===== config.mk =====
export PLATFORM = sky130hd
export DESIGN_NAME = timer_apb_regs_flat
export DESIGN_NICKNAME = d
export VERILOG_FILES = /design/src/rtl/timer_pkg.sv /design/src/rtl/timer_apb_regs_if.sv /design/src/rtl/timer_apb_fsm.sv /design/src/rtl/timer_apb_regs.sv /design/src/flat_wrapper.sv
export SDC_FILE = /design/constraint.sdc
export NUM_CORES = 1
export LEC_CHECK = 0
export CAP_MARGIN = 20
export CORE_MARGIN = 2
export CORE_UTILIZATION = 30
export DETAILED_ROUTE_END_ITERATION = 8
export DONT_BUFFER_PORTS = 1
export HOLD_SLACK_MARGIN = 0.05
export PLACE_DENSITY_LB_ADDON = 0.05
export SYNTH_ARGS = -nofsm -noshare
export SYNTH_HDL_FRONTEND = slang
export SYNTH_SLANG_ARGS = --single-unit

===== constraint.sdc =====
create_clock -name pclk -period 2 [get_ports pclk]
set_input_delay 0.2 -clock pclk [delete_from_list [all_inputs] [get_ports pclk]]
set_output_delay 0.2 -clock pclk [all_outputs]
set_load 0.01 [all_outputs]

===== src/rtl/timer_pkg.sv =====
// Shared constants and types for the 8-bit timer: register addresses, TCR/TSR bit positions
// and the APB responder state encoding.
package timer_pkg;

  localparam logic [7:0] ADDR_TDR  = 8'h00;
  localparam logic [7:0] ADDR_TCR  = 8'h01;
  localparam logic [7:0] ADDR_TSR  = 8'h02;
  localparam logic [7:0] ADDR_TCNT = 8'h03;

  localparam int unsigned TCR_LOAD   = 7;
  localparam int unsigned TCR_DOWN   = 5;
  localparam int unsigned TCR_EN     = 4;
  localparam int unsigned TCR_CKS_HI = 1;
  localparam int unsigned TCR_CKS_LO = 0;
  // Implemented TCR bits; the rest read as zero.
  localparam logic [7:0]  TCR_MASK   = 8'hB3;

  localparam int unsigned TSR_OVF = 0;
  localparam int unsigned TSR_UDF = 1;

  typedef enum logic [1:0] {
    StIdle,
    StSetup,
    StAccess,
    StWait
  } apb_state_e;

endpackage


===== src/rtl/timer_apb_regs_if.sv =====
// APB bus bundle between the CPU bus master and the timer register file.
interface timer_apb_regs_if #(
  parameter int unsigned ADDR_W = 8,
  parameter int unsigned DATA_W = 8
);
  logic              psel;
  logic              penable;
  logic              pwrite;
  logic [ADDR_W-1:0] paddr;
  logic [DATA_W-1:0] pwdata;
  logic [DATA_W-1:0] prdata;
  logic              pready;
  logic              pslverr;

  modport master (
    output psel, penable, pwrite, paddr, pwdata,
    input  prdata, pready, pslverr
  );

  modport slave (
    input  psel, penable, pwrite, paddr, pwdata,
    output prdata, pready, pslverr
  );
endinterface


===== src/rtl/timer_apb_fsm.sv =====
// APB handshake FSM for the timer register file. Optional TIMER_APB_WAIT_EN adds one wait
// state so every transfer takes 3 pclk instead of 2.
module timer_apb_fsm
  import timer_pkg::*;
(
  input  logic pclk,
  input  logic presetn,
  input  logic psel,
  input  logic penable,
  input  logic pwrite,
  output logic wr_en,
  output logic rd_en,
  output logic pready
);

  apb_state_e state_q;
  logic       pready_q;

  // A setup phase seen from IDLE/SETUP is the SETUP cycle itself, so ACCESS follows directly.
  always_ff @(posedge pclk or negedge presetn) begin
    if (!presetn) begin
      state_q  <= StIdle;
      pready_q <= 1'b0;
    end else begin
      pready_q <= 1'b0;
      unique case (state_q)
        StIdle, StSetup: begin
          if (psel && !penable) begin
            state_q <= StAccess;
`ifdef TIMER_APB_WAIT_EN
            pready_q <= 1'b0;
`else
            pready_q <= 1'b1;
`endif
          end else begin
            state_q <= StIdle;
          end
        end
        StAccess: begin
`ifdef TIMER_APB_WAIT_EN
          state_q  <= StWait;
          pready_q <= 1'b1;
`else
          state_q  <= psel ? StSetup : StIdle;
`endif
        end
        StWait:   state_q <= psel ? StSetup : StIdle;
        default:  state_q <= StIdle;
      endcase
    end
  end

  assign pready = pready_q;
  assign wr_en  = pready_q & psel & penable & pwrite;
  assign rd_en  = pready_q & psel & penable & ~pwrite;

endmodule


===== src/rtl/timer_apb_regs.sv =====
// APB register file for the 8-bit timer: TDR, TCR, sticky TSR flags and a TCNT mirror.
// Define TIMER_APB_WAIT_EN for one wait state per transfer with registered read data.
module timer_apb_regs
  import timer_pkg::*;
#(
  parameter int unsigned ADDR_W = 8,
  parameter int unsigned DATA_W = 8
) (
  input  logic                   pclk,
  input  logic                   presetn,
  timer_apb_regs_if.slave        apb,
  input  logic [7:0]             tcnt,
  input  logic                   ovf_pulse,
  input  logic                   udf_pulse,
  output logic [7:0]             tdr,
  output logic                   load,
  output logic                   down,
  output logic                   en,
  output logic [1:0]             cks
);

  logic       wr_en;
  logic       rd_en;
  logic       pready;
  logic [7:0] wdata;
  logic [7:0] rdata;
  logic       mapped;
  logic [7:0] tdr_q, tdr_d;
  logic [7:0] tcr_q, tcr_d;
  logic [1:0] tsr_q, tsr_d;

  timer_apb_fsm u_fsm (
    .pclk    (pclk),
    .presetn (presetn),
    .psel    (apb.psel),
    .penable (apb.penable),
    .pwrite  (apb.pwrite),
    .wr_en   (wr_en),
    .rd_en   (rd_en),
    .pready  (pready)
  );

  assign wdata  = 8'(apb.pwdata);
  assign mapped = (apb.paddr <= ADDR_W'(ADDR_TCNT));

  always_comb begin
    rdata = '0;
    case (apb.paddr)
      ADDR_W'(ADDR_TDR):  rdata = tdr_q;
      ADDR_W'(ADDR_TCR):  rdata = tcr_q;
      ADDR_W'(ADDR_TSR):  rdata = {6'b0, tsr_q};
      ADDR_W'(ADDR_TCNT): rdata = tcnt;
      default:            rdata = '0;
    endcase
  end

  always_comb begin
    tdr_d = tdr_q;
    tcr_d = tcr_q;
    tsr_d = tsr_q;
    if (wr_en && apb.paddr == ADDR_W'(ADDR_TDR)) tdr_d = wdata;
    if (wr_en && apb.paddr == ADDR_W'(ADDR_TCR)) tcr_d = wdata & TCR_MASK;
    // Writing 0 clears a flag, writing 1 keeps it; a same-cycle pulse always wins.
    if (wr_en && apb.paddr == ADDR_W'(ADDR_TSR)) tsr_d = tsr_q & wdata[1:0];
    tsr_d[TSR_OVF] = tsr_d[TSR_OVF] | ovf_pulse;
    tsr_d[TSR_UDF] = tsr_d[TSR_UDF] | udf_pulse;
  end

  always_ff @(posedge pclk or negedge presetn) begin
    if (!presetn) begin
      tdr_q <= '0;
      tcr_q <= '0;
      tsr_q <= '0;
    end else begin
      tdr_q <= tdr_d;
      tcr_q <= tcr_d;
      tsr_q <= tsr_d;
    end
  end

`ifdef TIMER_APB_WAIT_EN
  logic [7:0] prdata_q;

  // Capture during the ACCESS cycle so the data is stable in the completing WAIT cycle.
  always_ff @(posedge pclk or negedge presetn) begin
    if (!presetn) begin
      prdata_q <= '0;
    end else if (apb.psel && apb.penable && !pready && !apb.pwrite) begin
      prdata_q <= rdata;
    end
  end

  assign apb.prdata = rd_en ? DATA_W'(prdata_q) : '0;
`else
  assign apb.prdata = rd_en ? DATA_W'(rdata) : '0;
`endif

  assign apb.pready  = pready;
  assign apb.pslverr = (wr_en | rd_en) & ~mapped;

  assign tdr  = tdr_q;
  assign load = tcr_q[TCR_LOAD];
  assign down = tcr_q[TCR_DOWN];
  assign en   = tcr_q[TCR_EN];
  assign cks  = tcr_q[TCR_CKS_HI:TCR_CKS_LO];

endmodule


===== src/flat_wrapper.sv =====
// flat-port wrapper written by rule: the top's interface ports become plain ports
module timer_apb_regs_flat import timer_pkg::*;
#(
  parameter int unsigned ADDR_W = 8,
  parameter int unsigned DATA_W = 8
)
  (pclk, presetn, tcnt, ovf_pulse, udf_pulse, tdr, load, down, en, cks, apb_psel, apb_penable, apb_pwrite, apb_paddr, apb_pwdata, apb_prdata, apb_pready, apb_pslverr);
  timer_apb_regs_if #(.ADDR_W(ADDR_W), .DATA_W(DATA_W)) apb_i ();
  input  logic pclk;
  input  logic presetn;
  input  logic [7:0] tcnt;
  input  logic ovf_pulse;
  input  logic udf_pulse;
  output logic [7:0] tdr;
  output logic load;
  output logic down;
  output logic en;
  output logic [1:0] cks;
  input wire logic [$bits(apb_i.psel)-1:0] apb_psel;
  input wire logic [$bits(apb_i.penable)-1:0] apb_penable;
  input wire logic [$bits(apb_i.pwrite)-1:0] apb_pwrite;
  input wire logic [$bits(apb_i.paddr)-1:0] apb_paddr;
  input wire logic [$bits(apb_i.pwdata)-1:0] apb_pwdata;
  output wire logic [$bits(apb_i.prdata)-1:0] apb_prdata;
  output wire logic [$bits(apb_i.pready)-1:0] apb_pready;
  output wire logic [$bits(apb_i.pslverr)-1:0] apb_pslverr;
  assign apb_i.psel = apb_psel;
  assign apb_i.penable = apb_penable;
  assign apb_i.pwrite = apb_pwrite;
  assign apb_i.paddr = apb_paddr;
  assign apb_i.pwdata = apb_pwdata;
  assign apb_prdata = apb_i.prdata;
  assign apb_pready = apb_i.pready;
  assign apb_pslverr = apb_i.pslverr;
  timer_apb_regs #(.ADDR_W(ADDR_W), .DATA_W(DATA_W)) u_core (.pclk(pclk), .presetn(presetn), .apb(apb_i), .tcnt(tcnt), .ovf_pulse(ovf_pulse), .udf_pulse(udf_pulse), .tdr(tdr), .load(load), .down(down), .en(en), .cks(cks));
endmodule

==> out/metrics.csv, run 1 <==
stage,metric,value,unit
synthesis,synth_top_family_by_area,multiplexers,
routing,drt_iter0_markers,10,
final_layout,drive_above_1_share,34.7,%
global_route,grt-ovfl-total,0,
clock_network,clk_pin_slew,0.10,ns
routing,wl_per_cell,18.1,um
clock_network,cts_tree,yes,
routing,drc,5,
floorplanning,dieArea,0.00348,mm^2
floorplanning,core,0.00281,mm^2
synthesis,yosys_register_bits,17,
final_layout,fin_area,0.00114,mm^2
synthesis,synthXorXnorAreaFrac,0,%
final_layout,antennaDiodeCount,0,
sta,fin_crit_sh,90.1,%
clock_network,clkSinkCount,17,
floorplanning,die_h,59.0,um
sta,min_period,1.80,ns
routing,vias,716,
clock_network,clockBufferDepth,2,
routing,drt-total-wl,2280,um
sta,slew_viol_final,0,
routing,drtPass1Iterations,6,
global_route,grt_max_degree,18,
final_layout,final_util,40.6,%
setup_path,worstReg2RegEnd,u_core.tdr[6],
global_route,grt_pass1_wl,3660,um
placement,place.port_buffers,0,
power_and_ir_drop,power_density,519,mW/mm^2
power_and_ir_drop,leakage,0.486,nW
power_and_ir_drop,power,592,uW
synthesis,yosys_warnings,0,
clock_network,numCtsBuffers,3,
final_layout,nets,127,
clock_network,clkLatencyLatePin,0.29,ns
global_route,track_usage,14.4,%
final_layout,synthToLayoutAreaGrowth,25.7,%
setup_path,reg2reg_depth,5,
run,max_cap_viol_count,0,
sta,fmax,555,MHz
run_status,violations,design-rule violations,
run_status,status,"finished, violations left",
hold_path,hp-class,input pin to flip-flop,
setup_path,criticalPathCategory,flip-flop to primary output,
synthesis,yosys.area_share.simple,21.5,%
synthesis,ys_seq_area_share,46.9,%
synthesis,syn_avg_cell_area,12.1,um^2
sta,rsz0062_at_grt,no,
routing,ant_nets,0,
synthesis,synthAdderAreaFrac,0,%
sta,max_slew.worst_pin.slew,0.808,ns
synthesis,postSynthCellCount,75,
floorplanning,core.rowCount,19,
hold_path,hold_end,u_core.tsr_q[1],
floorplanning,start_util,32.3,%
sta,timing.hold.ws,0.0768,ns
floorplanning,io_pins,54,
routing,avgViaCountPerCell,5.68,
setup_path,r2r_start,u_core.u_fsm.pready,
setup_path,required,1.80,ns
clock_network,cts_max_level,1,
sta,setup_tns,0,ns
global_route,first_global_vias,766,
clock_network,root_buffer,clkbuf_4,
sta,hold_viol,0,
setup_path,crit_fanout,8,
placement,gp_congestion,0.740,
setup_path,r2r_slack,0.43,ns
synthesis,synth_cell_types,19,
global_route,antenna_found_initial,0,
sta,finClkSkew,0.00312,ns
final_layout,nFillCells,301,
hold_path,whs_path_depth,2,
placement,placedInstanceArea,980,um^2
sta,relSlewSlack,46.0,%
synthesis,synth_compound_area_share,5.52,%
synthesis,synthesis.area,907,um^2
synthesis,synthesis.nets,106,
power_and_ir_drop,ir_worst_vdd,298,uV
sta,setup_viol,0,
setup_path,cp-start-kind,flip-flop,
hold_path,worstHoldStart,udf_pulse,
placement,dp_hpwl,1660,um
setup_path,end_kind,primary output,
floorplanning,die_x,59.0,um
synthesis,muxShareOfSynthArea,24.8,%
setup_path,arrival,1.60,ns
==> kinds of logic (layout without fill, tap and decap cells) <==
logic type | count (synthesis) | count (layout)
and+or+nand+nor | 29 | 29
muxes | 18 | 18
DFF | 17 | 17
AOI/OAI and AO/OA | 8 | 8
buffers and inverters | 3 | 23
==> critical path: stages (launching register included) <==
cell and delay, ns:
dfrtp_1 0.41, nand3_1 0.11, or4_4 0.52, a21oi_1 0.27
==> through the flow <==
step	cells	worst slack, ns
2_1_floorplan	75	0.165
3_3_place_gp	109	0.0733
3_5_place_dp	109	0.0707
4_1_cts	126	0.0265
5_1_grt	126	0.107
6_report	126	0.198
==> cells in the final DEF, fill, tap and decap left out <==
master / synthesis / routed
dfrtp_1: 17 / 17
mux2_2: 16 / 16
dlygate4sd3_1: 0 / 13
nor2_1: 8 / 8
buf_4: 0 / 6
nor3b_1: 5 / 5
nand3_1: 4 / 4
nand2_1: 3 / 3
a21oi_1: 3 / 3
a22oi_1: 3 / 3
clkbuf_4: 0 / 3
or4_4: 1 / 2
mux4_2: 2 / 2
nor2b_1: 2 / 2
a31oi_1: 2 / 2
nor4_4: 2 / 2
or2_2: 1 / 1
or3b_2: 1 / 1
nand3b_1: 1 / 1
clkbuf_1: 2 / 1
==> cell type report <==
cell class	instances	area, um^2	share of cell area, %
well taps	31	38.8	3.40
repair buffers	19	175	15.4
flip-flops and latches	17	425	37.3
multi-input cells	55	474	41.6
clock buffers	4	26.3	2.31
==> cells in the mapped netlist, drive strengths merged <==
cell type,n,area [um^2]
nor2,8,30.0
a31oi,2,12.5
mux4,2,45.0
nand3b,1,7.51
nor4,2,42.5
nor3b,5,37.5
a22oi,3,22.5
or3b,1,8.76
mux2,16,180
dfrtp,17,425
or4,2,18.8
or2,1,6.26
clkbuf,2,7.51
buf,1,3.75
nand3,4,20.0
a21oi,3,15.0
nand2,3,11.3
nor2b,2,12.5
==> routing by layer <==
layer	wire, um	part of all wire, %	GRT usage (%)
met1	878	38	16.4
met2	1160	51	25.1
met3	227	10	6.33
met4	13	0.57	2.92
met5	0	0	0
==> report_power, final <==
group / total (mW) / internal, mW / switching, mW
logic: 0.0587 / 0.0352 / 0.0235
registers: 0.350 / 0.347 / 0.00326
clock network: 0.183 / 0.0775 / 0.106
==> what timing repair did <==
action | CTS | global route
buffers inserted | 0 | 0
endpoints found under the setup margin | 0 | 6
resized for setup | 0 | 1
hold buffers | 13 | 0
hold endpoints to repair | 33 | 0
==> how the worst max path moves through the flow <==
stage                         from             to  slack [ns]  depth (start not counted)
6_report       u_core.u_fsm.pready  apb_prdata[6]        0.20                          3
5_1_grt        u_core.u_fsm.pready  apb_prdata[3]        0.11                          3
4_1_cts        u_core.u_fsm.pready  apb_prdata[6]        0.03                          3
3_5_place_dp          apb_paddr[3]  apb_prdata[6]        0.07                          3
3_3_place_gp          apb_paddr[3]  apb_prdata[3]        0.07                          3
2_1_floorplan         apb_paddr[3]  apb_prdata[2]        0.17                          4
==> state kept, by name, summed over array words and instances, names as in the netlist <==
register,count
u_core.tdr,8
u_core.tcr_q,5
u_core.tsr_q,2
u_core.u_fsm.pready,1
u_core.u_fsm.state_q,1
(Power assumes the default switching activity.)
==> inputs of run 2 (changes only) <==
- CORE_MARGIN: 2 -> 8
- CTS_CLUSTER_SIZE: unset -> 14
==> run 2 against run 1 <==
Against the previous run:
- critical path type unchanged
- count of clock-buffer cells in the layout stayed put
- combinational power grew 4.9%
- via count is 4.2% lower
- worst setup slack worse by 0.016 ns
- critical path depth stayed put
- global-route usage down 3.7 points
- sequential power barely moved
- the flow now finishes without violations
- flip-flop and latch count stayed put
- largest power group unchanged
- critical endpoint is now apb_prdata[3]
==> out/metrics.csv, run 2 (same netlist as run 1, synthesis figures left out) <==
stage,metric,value,unit
run_status,status,completed,
global_route,antenna_found_initial,0,
setup_path,worstReg2RegEnd,u_core.tcr_q[5],
floorplanning,core,0.00295,mm^2
power_and_ir_drop,ir_worst_vdd,252,uV
sta,min_period,1.82,ns
global_route,first_global_vias,761,
global_route,grt-ovfl-total,0,
sta,hold_viol,0,
sta,relSlewSlack,47.7,%
sta,max_slew.worst_pin.slew,0.782,ns
final_layout,antennaDiodeCount,0,
power_and_ir_drop,power_density,516,mW/mm^2
final_layout,multi_input_area,477,um^2
routing,wl_per_cell,20.1,um
sta,slew_viol_final,0,
clock_network,numCtsBuffers,3,
setup_path,required,1.80,ns
final_layout,final_common_cell,dfrtp_1,
floorplanning,start_util,30.7,%
placement,dp_hpwl,1980,um
floorplanning,io_pins,54,
final_layout,drive_above_1_share,33.7,%
floorplanning,dieArea,0.00504,mm^2
sta,fin_crit_sh,90.9,%
setup_path,cp-start-kind,flip-flop,
sta,setup_viol,0,
final_layout,final_cell_mix,"dfrtp_1 (17), mux2_2 (16), dlygate4sd3_1 (15)",
clock_network,clkSinkCount,17,
sta,finClkSkew,0.00517,ns
setup_path,arrival,1.62,ns
floorplanning,die_x,71.0,um
setup_path,reg2reg_depth,4,
routing,drt_iter0_markers,21,
sta,timing.hold.ws,0.120,ns
power_and_ir_drop,combinationalPowerShare,10.4,%
routing,ant_nets,0,
floorplanning,core.rowCount,20,
final_layout,synthToLayoutAreaGrowth,26.8,%
floorplanning,die_h,71.0,um
routing,vias,686,
clock_network,cts_setup_buffers,0,
clock_network,clockBufferDepth,2,
sta,setup_tns,0,ns
final_layout,nFillCells,315,
global_route,track_usage,10.8,%
final_layout,largest_register_ffs,8,
power_and_ir_drop,power.net_switching,132,uW
clock_network,root_buffer,clkbuf_4,
routing,drtPass1Iterations,3,
power_and_ir_drop,p_sw_share,22.2,%
setup_path,criticalPathCategory,flip-flop to primary output,
final_layout,final_util,38.9,%
final_layout,seqCellArea,425,um^2
clock_network,cts_tree,yes,
placement,place.port_buffers,0,
power_and_ir_drop,clkPwrFrac,30.6,%
setup_path,crit_path_start,u_core.u_fsm.pready,
power_and_ir_drop,power.internal,462,uW
placement,gp_congestion,0.663,
power_and_ir_drop,seq_power_share,59.0,%
clock_network,clkLatencyLatePin,0.29,ns
global_route,grt_max_degree,18,
routing,drc,0,
final_layout,nets,127,
setup_path,r2r_start,u_core.u_fsm.pready,
placement,pre_cts_ws,0.0746,ns
global_route,grt_pass1_wl,4220,um
sta,fmax,550,MHz
setup_path,crit_fanout,8,
power_and_ir_drop,power,593,uW
power_and_ir_drop,leakage,0.484,nW
clock_network,cts_max_level,1,
routing,avgViaCountPerCell,5.36,
sta,rsz0062_at_grt,no,
setup_path,end_kind,primary output,
setup_path,crit_path_end,apb_prdata[3],
sta,setup_ws,0.182,ns
setup_path,r2r_slack,0.34,ns
hold_path,hp-class,input pin to flip-flop,
clock_network,clk_pin_slew,0.10,ns
run,max_cap_viol_count,0,
routing,drt-total-wl,2570,um
-- run 2: changes by cell type in the layout (fill, tap and decap cells not counted) --
cell and change:
dlygate4sd3_1 +2, nor2_1 -1, buf_4 -2, nor2_2 +1
-- run 2: power by group through the flow --
| stage | Combinational, mW | Clock, mW | Sequential (mW) |
|---|---|---|---|
| 5_1_grt | 0.0690 | 0.210 | 0.351 |
| 4_1_cts | 0.0526 | 0.192 | 0.350 |
| 3_5_place_dp | 0.0306 | 0 | 0.357 |
| 2_1_floorplan | 0.0314 | 0 | 0.356 |
| 6_report | 0.0616 | 0.182 | 0.350 |
| 3_3_place_gp | 0.0304 | 0 | 0.357 |
-- run 2: timing repair --
action	4_1_cts	5_1_grt
hold buffers	9	6
endpoints found under the hold margin	25	9
resized for setup	0	2
setup endpoints to repair	0	8
-- run 2: worst min-delay path by stage --
stage	slack [ns]	from	depth (start not counted)	to
global route	0.11	udf_pulse	2	u_core.tsr_q[1]
global placement	-0.1	presetn	0	u_core.tdr[1]
detailed placement	-0.09	presetn	0	u_core.tdr[1]
floorplan	-0.1	presetn	0	u_core.tcr_q[0]
finish	0.12	apb_pwdata[1]	2	u_core.tsr_q[1]
CTS	0.05	apb_pwdata[7]	1	u_core.tdr[7]
-- run 2: area by class of cell --
cell class	instances	share of cell area [%]
clock buffers	4	2.29
multi-input cells	55	41.5
flip-flops and latches	17	37.0
well taps	33	3.59
repair buffers	19	15.7
-- run 2: worst max-delay path: stages, from the launching register on --
cell and delay (ns):
dfrtp_1 0.42, nand3_1 0.12, or4_4 0.51, a21oi_1 0.28
-- run 2: metal layers --
| layer | part of all wire, % | track usage (%) | up-vias | wire [um] |
|---|---|---|---|---|
| li1 | - | - | 318 | - |
| met1 | 39 | 12.1 | 341 | 1010 |
| met2 | 49 | 16.7 | 25 | 1260 |
| met3 | 11 | 5.79 | 2 | 281 |
| met4 | 0.54 | 4.16 | 0 | 14 |
| met5 | 0 | 0 | - | 0 |
-- run 2: metrics by stage --
step           cell area, um^2  instances
3_3_place_gp               967        109
4_1_cts                   1080        122
2_1_floorplan              907         75
5_1_grt                   1150        128
6_report                  1150        128
3_5_place_dp               967        109
==> inputs of run 3 (changes only) <==
- CORE_MARGIN: 8 -> 10
- HOLD_SLACK_MARGIN: 0.05 -> 0.15
- clock period: 2 -> 1.8 ns (I/O delays scaled with it)
==> run 3 against run 2 <==
Against the previous run:
- hold slack improved by 0.29 ns
- highest routed layer unchanged
- clock power grew 9.9%
- count of clock-buffer cells in the layout unchanged
- sequential share of layout area decreased by 2.7 points
==> out/metrics.csv, run 3 (same netlist as run 1, synthesis figures left out) <==
stage,metric,value,unit
run_status,status,completed,
setup_path,r2r_start,u_core.u_fsm.pready,
clock_network,cts_setup_buffers,0,
floorplanning,die_x,75.0,um
routing,ant_nets,0,
sta,max_slew.worst_pin.slew,0.786,ns
power_and_ir_drop,ir_worst_vdd,364,uV
final_layout,nets,136,
floorplanning,die_h,75.0,um
sta,fin_crit_sh,97.7,%
setup_path,worstReg2RegEnd,u_core.tsr_q[0],
clock_network,clkSinkCount,17,
routing,drtPass1Iterations,2,
run,max_cap_viol_count,0,
setup_path,arrival,1.58,ns
global_route,grt_pass1_wl,4150,um
final_layout,final_common_cell,dfrtp_1,
final_layout,largest_register_ffs,8,
routing,drc,0,
power_and_ir_drop,power_density,533,mW/mm^2
final_layout,final_cell_mix,"dfrtp_1 (17), mux2_2 (16), dlygate4sd3_1 (16)",
sta,setup_tns,0,ns
sta,slew_viol_final,0,
global_route,gr-usage-met1,10.1,%
global_route,grt-ovfl-total,0,
sta,min_period,1.76,ns
routing,wl_per_cell,19.9,um
clock_network,cts_max_level,1,
global_route,track_usage,9.57,%
floorplanning,io_pins,54,
routing,vias,715,
clock_network,clockBufferDepth,2,
sta,fmax,569,MHz
clock_network,root_buffer,clkbuf_4,
final_layout,antennaDiodeCount,0,
final_layout,synthToLayoutAreaGrowth,36.6,%
sta,hold_viol,0,
power_and_ir_drop,leakage,0.525,nW
setup_path,r2r_slack,0.22,ns
global_route,grt_max_degree,18,
floorplanning,start_util,32.1,%
final_layout,drive_above_1_share,42.3,%
placement,dp_hpwl,2130,um
clock_network,clkLatencyLatePin,0.29,ns
floorplanning,core,0.00283,mm^2
placement,gp_congestion,0.671,
routing,drt-total-wl,2690,um
sta,relSlewSlack,47.4,%
sta,finClkSkew,0.00603,ns
setup_path,reg2reg_depth,5,
setup_path,crit_fanout,8,
setup_path,required,1.62,ns
setup_path,end_kind,primary output,
hold_path,hp-class,input pin to async pin,
clock_network,clk_pin_slew,0.10,ns
final_layout,nFillCells,275,
clock_network,cts_tree,yes,
global_route,grt_use_met3,6.04,%
sta,rsz0062_at_grt,yes,
floorplanning,core.rowCount,19,
global_route,grt.busiest_layer,met2,
routing,drt_iter0_markers,26,
sta,setup_viol,0,
power_and_ir_drop,power,660,uW
final_layout,final_util,43.8,%
global_route,met2_usage,15.6,%
global_route,first_global_vias,805,
global_route,antenna_found_initial,0,
placement,place.port_buffers,0,
setup_path,cp-start-kind,input pin,
setup_path,criticalPathCategory,input pin to primary output,
routing,avgViaCountPerCell,5.30,
clock_network,numCtsBuffers,3,
floorplanning,dieArea,0.00562,mm^2
run 3: how the worst max path moves through the flow:
| stage | cells after the start | end | startpoint |
|---|---|---|---|
| final | 5 | apb_prdata[3] | apb_paddr[3] |
| after global routing | 5 | apb_prdata[3] | u_core.u_fsm.pready |
| after CTS | 5 | apb_prdata[6] | u_core.u_fsm.pready |
| after detailed placement | 5 | u_core.tdr[6] | apb_paddr[3] |
| after global placement | 5 | u_core.tdr[2] | apb_paddr[3] |
| after floorplan | 4 | apb_prdata[2] | apb_paddr[3] |
run 3: layout make-up:
cell class	count	area (um^2)	area share [%]
repair buffers	28	254	20.5
clock buffers	4	26.3	2.12
flip-flops and latches	17	425	34.3
multi-input cells	55	494	39.9
well taps	31	38.8	3.13
run 3: metrics by stage:
stage               setup slack [ns]  instances  hold WS, ns  instance area (um^2)
detailed placement           0.00679        115       -0.115                  1020
global placement             0.00198        115       -0.115                  1020
finish                        0.0415        135        0.408                  1240
global route                 -0.0271        135        0.416                  1240
CTS                         0.000773        135        0.400                  1210
floorplan                    0.00511         75       -0.116                   907
run 3: timing repair:
| item | 4_1_cts | 5_1_grt |
|---|---|---|
| hold buffers | 16 | 0 |
| resized for setup | 1 | 6 |
| endpoints found under the hold margin | 34 | 0 |
| endpoints found under the setup margin | 2 | 10 |
run 3: report_power, final:
| part | internal [mW] | total (mW) | switching [mW] |
|---|---|---|---|
| logic | 0.0438 | 0.0725 | 0.0287 |
| clock network | 0.0860 | 0.200 | 0.114 |
| registers | 0.385 | 0.388 | 0.00309 |
| total | 0.515 | 0.660 | 0.145 |
run 3: metal layers:
layer / part of all wire, % / vias to the layer above
met5: 0 / -
met1: 38 / 347
met2: 49 / 27
li1: - / 339
met4: 0.59 / 0
met3: 13 / 2
run 3: worst max-delay path, cell delays in order:
cell	delay, ns
or4_4	0.51
or4_1	0.49
buf_6	0.17
a21oi_2	0.10
buf_4	0.13
